==> src/rtl/apb_master_pkg.sv <==
// Shared types for the APB master bridge: FSM states, buffered request layout
// and bus widths.
package apb_master_pkg;

   localparam int APB_DATA_WIDTH     = 32;
   localparam int APB_MAX_ADDR_WIDTH = 32;

   typedef enum logic [1:0] {
      IDLE,
      SETUP,
      ACCESS
   } apb_state_t;

   // Address is stored at full width so one entry layout serves any window size
   typedef struct packed {
      logic                          we;
      logic [APB_MAX_ADDR_WIDTH-1:0] addr;
      logic [APB_DATA_WIDTH-1:0]     wdata;
   } apb_req_t;

endpackage

==> src/rtl/apb_req_fifo.sv <==
// In-order request buffer between the core-side handshake and the APB FSM.
// Pointers carry an extra wrap bit so full and empty are told apart without a counter.
module apb_req_fifo
   import apb_master_pkg::*;
#(
   parameter int FIFO_DEPTH = 2
) (
   input  logic     clock,
   input  logic     reset,
   input  logic     push,
   input  apb_req_t push_data,
   output logic     full,
   input  logic     pop,
   output apb_req_t pop_data,
   output logic     empty
);

   localparam int PTR_W = $clog2(FIFO_DEPTH);

   apb_req_t         mem [FIFO_DEPTH];
   logic [PTR_W:0]   wr_ptr;
   logic [PTR_W:0]   rd_ptr;

   assign empty    = (wr_ptr == rd_ptr);
   assign full     = (wr_ptr[PTR_W] != rd_ptr[PTR_W]) &&
                     (wr_ptr[PTR_W-1:0] == rd_ptr[PTR_W-1:0]);
   assign pop_data = mem[rd_ptr[PTR_W-1:0]];

   always_ff @(posedge clock) begin
      if (push && !full) begin
         mem[wr_ptr[PTR_W-1:0]] <= push_data;
      end
   end

   // Reset flushes by realigning the pointers; stale entries are never read
   always_ff @(posedge clock) begin
      if (reset) begin
         wr_ptr <= '0;
         rd_ptr <= '0;
      end else begin
         if (push && !full) begin
            wr_ptr <= wr_ptr + (PTR_W+1)'(1);
         end
         if (pop && !empty) begin
            rd_ptr <= rd_ptr + (PTR_W+1)'(1);
         end
      end
   end

endmodule

==> src/rtl/apb_master_bridge.sv <==
// Core req/gnt/rvalid to APB3 initiator with an in-order request FIFO.
// Optional ACCESS wait-state timeout is built when APB_MASTER_TIMEOUT_EN is defined.
module apb_master_bridge
   import apb_master_pkg::*;
#(
   parameter int APB_ADDR_WIDTH = 12,
   parameter int FIFO_DEPTH     = 2,
   parameter int TIMEOUT_CYCLES = 256
) (
   input  logic                      HCLK,
   input  logic                      HRESET,
   input  logic                      req_i,
   input  logic                      we_i,
   input  logic [APB_ADDR_WIDTH-1:0] addr_i,
   input  logic [APB_DATA_WIDTH-1:0] wdata_i,
   output logic                      gnt_o,
   output logic                      rvalid_o,
   output logic [APB_DATA_WIDTH-1:0] rdata_o,
   output logic                      err_o,
   output logic [APB_ADDR_WIDTH-1:0] PADDR,
   output logic [APB_DATA_WIDTH-1:0] PWDATA,
   output logic                      PWRITE,
   output logic                      PSEL,
   output logic                      PENABLE,
   input  logic [APB_DATA_WIDTH-1:0] PRDATA,
   input  logic                      PREADY,
   input  logic                      PSLVERR
);

   apb_state_t                    state_q;
   apb_state_t                    state_d;
   apb_req_t                      push_req;
   apb_req_t                      pop_req;
   logic                          fifo_full;
   logic                          fifo_empty;
   logic                          fifo_pop;
   logic                          respond;
   logic                          timeout_hit;
   logic [APB_MAX_ADDR_WIDTH-1:0] unused_addr;

   assign gnt_o       = !fifo_full && !HRESET;
   assign push_req    = '{we: we_i, addr: APB_MAX_ADDR_WIDTH'(addr_i), wdata: wdata_i};
   assign unused_addr = pop_req.addr;
   assign PSEL        = (state_q != IDLE);
   assign PENABLE     = (state_q == ACCESS);

   apb_req_fifo #(
      .FIFO_DEPTH(FIFO_DEPTH)
   ) u_req_fifo (
      .clock     (HCLK),
      .reset     (HRESET),
      .push      (req_i && gnt_o),
      .push_data (push_req),
      .full      (fifo_full),
      .pop       (fifo_pop),
      .pop_data  (pop_req),
      .empty     (fifo_empty)
   );

`ifdef APB_MASTER_TIMEOUT_EN
   localparam int CNT_W = $clog2(TIMEOUT_CYCLES + 1);

   logic [CNT_W-1:0] wait_cnt;

   // Limit is hit on the ACCESS cycle that would bring the count to TIMEOUT_CYCLES
   assign timeout_hit = (state_q == ACCESS) && !PREADY &&
                        (wait_cnt == CNT_W'(TIMEOUT_CYCLES - 1));

   always_ff @(posedge HCLK) begin
      if (HRESET || (state_q != ACCESS)) begin
         wait_cnt <= '0;
      end else if (!PREADY) begin
         wait_cnt <= wait_cnt + CNT_W'(1);
      end
   end
`else
   localparam int unused_timeout_cycles = TIMEOUT_CYCLES;

   assign timeout_hit = 1'b0;
`endif

   // Completion and the next pop share a cycle so PSEL stays high back-to-back
   always_comb begin
      state_d  = state_q;
      fifo_pop = 1'b0;
      respond  = 1'b0;
      case (state_q)
         IDLE: begin
            if (!fifo_empty) begin
               fifo_pop = 1'b1;
               state_d  = SETUP;
            end
         end
         SETUP: begin
            state_d = ACCESS;
         end
         ACCESS: begin
            if (PREADY || timeout_hit) begin
               respond = 1'b1;
               if (!fifo_empty) begin
                  fifo_pop = 1'b1;
                  state_d  = SETUP;
               end else begin
                  state_d = IDLE;
               end
            end
         end
         default: begin
            state_d = IDLE;
         end
      endcase
   end

   always_ff @(posedge HCLK) begin
      if (HRESET) begin
         state_q  <= IDLE;
         PADDR    <= '0;
         PWDATA   <= '0;
         PWRITE   <= 1'b0;
         rvalid_o <= 1'b0;
         rdata_o  <= '0;
         err_o    <= 1'b0;
      end else begin
         state_q  <= state_d;
         rvalid_o <= respond;
         if (fifo_pop) begin
            PADDR  <= pop_req.addr[APB_ADDR_WIDTH-1:0];
            PWDATA <= pop_req.wdata;
            PWRITE <= pop_req.we;
         end
         // Slave signals are only trusted when PREADY is high; a timeout is an error
         if (respond) begin
            err_o   <= PREADY ? PSLVERR : 1'b1;
            rdata_o <= (PREADY && !PWRITE && !PSLVERR) ? PRDATA : '0;
         end
      end
   end

endmodule

==> config.mk <==
export PLATFORM = sky130hd
export DESIGN_NAME = apb_master_bridge
export DESIGN_NICKNAME = d
export VERILOG_FILES = /design/src/rtl/apb_master_pkg.sv /design/src/rtl/apb_req_fifo.sv /design/src/rtl/apb_master_bridge.sv
export SDC_FILE = /design/constraint.sdc
export NUM_CORES = 1
export LEC_CHECK = 0
export BUFFER_PORTS_ARGS = -buffer_cell sky130_fd_sc_hd__buf_2
export CAP_MARGIN = 20
export CELL_PAD_IN_SITES_DETAIL_PLACEMENT = 1
export CELL_PAD_IN_SITES_GLOBAL_PLACEMENT = 1
export CORE_MARGIN = 2
export CORE_UTILIZATION = 30
export DETAILED_ROUTE_END_ITERATION = 16
export HOLD_SLACK_MARGIN = 0.06
export PLACE_DENSITY_LB_ADDON = 0.2
export SYNTH_ARGS = -nofsm -noshare
export SYNTH_HDL_FRONTEND = slang
export SYNTH_SLANG_ARGS = --single-unit
==> constraint.sdc <==
create_clock -name HCLK -period 6.7 [get_ports HCLK]
set_clock_uncertainty 0.15 [all_clocks]
set_input_delay 0.67 -clock HCLK [delete_from_list [all_inputs] [get_ports HCLK]]
set_output_delay 0.67 -clock HCLK [all_outputs]
set_load 0.05 [all_outputs]
Yosys cells after proc, flatten, opt, wreduce, memory -nomap -nowiden
Memory sizes are Yosys's and may differ from the RTL's. A register that Yosys moved wholly into a read port is not among the register bits. Index checks and enable logic that the tools add are counted.

Add/subtract/negate cells: 2. Equality and inequality tests: 7. Mux-type cells: 13. Reduce and logical (&&, ||, !) cells: 15.

Operator list (count): 32-bit 2-to-1 mux (1); 1-bit 2-to-1 mux (8); 1-bit logical AND (7); 2-bit one-hot mux with 3 select lines (1); 1-bit logical NOT (5); 2-bit by 1-bit adder with 2-bit output, second input constant (2); 2-bit 2-to-1 mux (2); 2-bit by 1-bit == test with 1-bit output, second input constant (1); 2-bit == test (1); 2-bit == test, second input constant (1); 2-bit logical NOT (1); 2-bit by 1-bit != test with 1-bit output, second input constant (1); 2-bit != test, second input constant (1); 1-bit one-hot mux with 2 select lines (1); 2-bit AND reduction (1); 2-bit nonzero test (1); 1-bit == test (1); 1-bit != test (1).

Register bits: 40. RAM bits: 90. Output and inout bits: 82. Logic and storage cells: 44. Memories: 1.

Memory list: u_req_fifo.mem (words 2, bits a word 45, read ports 1, clocked after Yosys merged registers in 1, wr ports 1, RTL line apb_req_fifo.sv:20) `apb_req_t mem [FIFO_DEPTH];`.

Longest topological paths before layout
Depth after elaboration: 8. Gate-level depth with buffers: 6. Mapped depth without buffers: 3.

Modules after synthesis
From an unflattened synthesis, not the netlist that was laid out.

Cell total of the unflattened synthesis: 592. Area, all modules: 8383.0 sq um.

Modules (own cells, without submodules): apb_req_fifo (instances 1, cells an instance 235, area each 4954.8 sq um, sequential area each 4003.8 sq um); apb_master_bridge (instances 1, cells an instance 357, area each 3428.3 sq um, sequential area each 1621.6 sq um).

Least setup slack after synthesis
Ideal clock, no wire load.

Path kind: input to register. From: input HRESET. To: memory u_req_fifo.mem[1][0] (netlist bit) (enable). Library setup time: 0.515 ns. Arrival: 4.583 ns. Required time: 6.035 ns. Path slack: 1.451 ns. Stages: 4. Buffers on the path: 3. Cells stage by stage: buf_2 -> clkbuf_1 -> clkbuf_1 -> a211oi_1.

Longest elaborated chain between the ends: 6.

Ends and longest elaborated chain: from (decl) (RTL line apb_master_bridge.sv:11) `input logic HRESET,`; 1-bit logical NOT (RTL line apb_master_bridge.sv:41) `assign gnt_o = !fifo_full && !HRESET;`; 1-bit logical AND (RTL line apb_master_bridge.sv:41); 1-bit logical AND (RTL line apb_master_bridge.sv:52) `.push (req_i && gnt_o),`; 1-bit logical AND (RTL line apb_req_fifo.sv:30) `if (push && !full) begin`; 1-bit 2-to-1 mux (RTL line apb_req_fifo.sv:30); 1-bit 2-to-1 mux (implied by the code) (RTL line apb_req_fifo.sv:31) `mem[wr_ptr[PTR_W-1:0]] <= push_data;`; to (decl) (RTL line apb_req_fifo.sv:20).

No other way between the ends.

Final worst setup path
From: register u_req_fifo.rd_ptr[0]. To: output gnt_o.

Longest elaborated chain between the ends: 4.

Ends and longest elaborated chain: from (decl) (RTL line apb_req_fifo.sv:22) `logic [PTR_W:0] rd_ptr;`; from (signal assigned) (RTL line apb_req_fifo.sv:45) `rd_ptr <= rd_ptr + (PTR_W+1)'(1);`; 1-bit == test (RTL line apb_req_fifo.sv:26) `(wr_ptr[PTR_W-1:0] == rd_ptr[PTR_W-1:0]);`; 1-bit logical AND (RTL line apb_req_fifo.sv:25) `assign full = (wr_ptr[PTR_W] != rd_ptr[PTR_W]) &&`; 1-bit logical NOT (RTL line apb_master_bridge.sv:41); 1-bit logical AND (RTL line apb_master_bridge.sv:41); to (decl) (RTL line apb_master_bridge.sv:16) `output logic gnt_o,`.

No other way between the ends.

==> qor.yml <==
logic_synthesis:
  synth_top_family_by_area: "multiplexers"
  yosys.area.top_type: "edfxtp_1"
  synth.top_cell.area_share_pct: 39.9
  ys_warn_count: 0
  synth_ff_type: "edfxtp_1"
  synth_most_common_cell: "edfxtp_1"
  synth_edf_count: 90
  synth_cells: 526
  ys_top_cells_by_count: "edfxtp_1 (90), dfxtp_1 (85), nor2_1 (54)"
  async_reset_ff_share_pct: 0
  yosys.area_share.adder_pct: 0
  post_synth_xor_area_fraction_pct: 0.388
  synthMuxAreaShare_pct: 16.2
  syn_nets: 608
  synth_area_um2: 6770
  syn_area_per_cell_um2: 12.9
  synthTopCellsByArea: "edfxtp_1 (40%), dfxtp_1 (25%), mux2i_1 (6.8%)"
  synth-compound-area-share_pct: 3.42
  yosysSeqAreaShare_pct: 65.1
  synth_cell_type_count: 26
  yosys.area_share.simple_pct: 12.1
  ys_seq_elements: 175
hold_path:
  hold_start: "wdata_i[22]"
  hold_path.class: "primary input to flop"
die:
  start_util_pct: 30.8
  ios: 164
  core_um2: 22000
  die_w_um: 154
  dieHeight_um: 154
  dieArea_um2: 23800
  num_rows: 54
placed_design:
  place_area_um2: 7850
  gp_congestion: 0.714
  io_buffer_count: 163
  hpwl_um: 10300
  pre_cts_ws_ns: 3.93
run_status:
  outcome: "completed"
worst_setup_path:
  worstSetupEndpointType: "output port"
  required_ns: 5.88
  path_cells: "xnor2_1, a21oi_1, buf_2"
  critPathSlowestCell: "dfxtp_4"
  start_kind: "flop"
  path_class: "flop to output port"
  cpPeakStageDelay_ns: 0.97
  crit_fanout: 53
  critPathArrivalTime_ns: 2.05
  rr_startpoint: "u_req_fifo.rd_ptr[0]"
  cp-startpoint: "u_req_fifo.rd_ptr[0]"
global_route:
  track_usage_pct: 13.4
  grt_max_degree: 74
  grt-ovfl-total: 0
  antenna_found_initial: 1
  first_global_vias: 4677
  grt_pass1_wl_um: 24800
routing:
  wl_met3_um: 827
  drt-initial-drc-count: 155
  dr.pass1.iters: 4
  routed-via-count: 4383
  antenna_left: 0
  drc: 0
  routed-wl-met2_um: 7540
  met1_length_um: 7170
  routedWlPerCell_um: 16.2
  route.top_layer_used: "met4"
  routed_wl_um: 15700
  viasPerCell: 4.50
clocking:
  cts_sinks: 175
  cts_resized: 0
  postCtsSetupBuffers: 0
  tritoncts: "yes"
  clk_path_buf_depth: 2
  clk_pin_slew_ns: 0.07
  clk_latency_ns: 0.42
  root_buffer: "clkbuf_16"
  htreeDepth: 4
  hold_buffers: 0
  numCtsBuffers: 17
timing:
  tns_ns: 0
  maxSlewHeadroom_pct: 36.6
  finalCritPeriodShare_pct: 42.9
  final_max_slew_viol_count: 0
  setup_viol: 0
  setup_ws_ns: 3.83
  tightest_slew_ns: 0.951
  hold_viol: 0
  clock.fmax_ghz: 0.348
  fin_crit_ns: 2.87
  rsz0062_at_grt: "false"
finish:
  area.growth.synth_to_final_pct: 24.8
  fillerInstances: 2366
  drive_above_1_share_pct: 36.6
  nets: 761
  design_area_um2: 8440
pwr:
  p_per_area_nw_per_um2: 438
  ir_worst_vdd_mv: 0.192
  p_leak_uw: 0.00344
run:
  maxCapViolations: 0
registers in the layout, summed over array words and instances, names as in the netlist:
signal and flops:
rdata_o 32, PADDR 12, rvalid_o 1, PWDATA 32, state_q 2, err_o 1, PWRITE 1, u_req_fifo.rd_ptr 2
u_req_fifo.mem 90, u_req_fifo.wr_ptr 2
path summary, 6_finish.rpt:
| kind | endpoint | slack, ns | cells after the start |
|---|---|---|---|
| worst max-delay path | gnt_o | 3.83 | 3 |
| worst min-delay path | u_req_fifo.mem[0][22] | 0.28 | 1 |
| worst min register to register | rdata_o[16] | 0.30 | 2 |
| worst max register to register | PWDATA[8] | 4.01 | 4 |
placed cells by master (no fill, tap or decap), types with 2 or more instances in the layout:
cell,n
buf_2,162
edfxtp_1,90
dfxtp_1,84
nor2_1,53
nor2b_1,47
mux2i_1,46
a21oi_1,36
nand2_1,36
nand3_1,32
mux2_4,29
clkbuf_16,20
mux2_2,18
buf_4,5
inv_4,4
diode_2,3
inv_1,3
clkinv_2,3
buf_8,3
xnor2_1,2
a211oi_1,2
inv_6,2
cells by family after synthesis:
group	Yosys count
flops	175
simple gates	173
mux	93
compound gates	43
buf+inv	39
xor+xnor	3
per-layer routing:
| layer | global-route usage, % | up-vias |
|---|---|---|
| met5 | 0 | - |
| met4 | 4.81 | 0 |
| met3 | 3.95 | 12 |
| met2 | 22.4 | 115 |
| met1 | 16.5 | 2114 |
| li1 | - | 2142 |
critical path: cells and delay by family (launching register included):
kind	cells	cell delay (ns)
buffers and inverters	1	0.30
XOR/XNOR	1	0.18
AO/OA/AOI/OAI	1	0.17
flip-flops	1	0.97
final cells by class:
cell class / count / area, um^2 / share of cell area [%]
inverters: 3 / 11.3 / 0.133
clock buffers: 21 / 504 / 5.97
flip-flops and latches: 175 / 4410 / 52.2
diodes: 3 / 7.51 / 0.0889
well taps: 280 / 350 / 4.15
repair buffers: 170 / 893 / 10.6
multi-input cells: 312 / 2200 / 26.0
clock inverters: 11 / 70.1 / 0.830
stage by stage:
stage                     total power [uW]  utilization, %  cells  hold slack, ns
after floorplan                       2490               -    526           0.342
after global routing                  3880            38.4    972           0.247
after detailed placement              2780            35.7    939           0.300
after CTS                             3760            38.3    971           0.252
after global placement                2750            35.6    937           0.285
final                                 3700            38.4    975           0.276
power breakdown:
group	total, uW	internal [uW]	switching [uW]
sequential	1460	1310	148
clock	965	542	423
combinational	1270	459	815
Power figures use the tool's default switching activity.
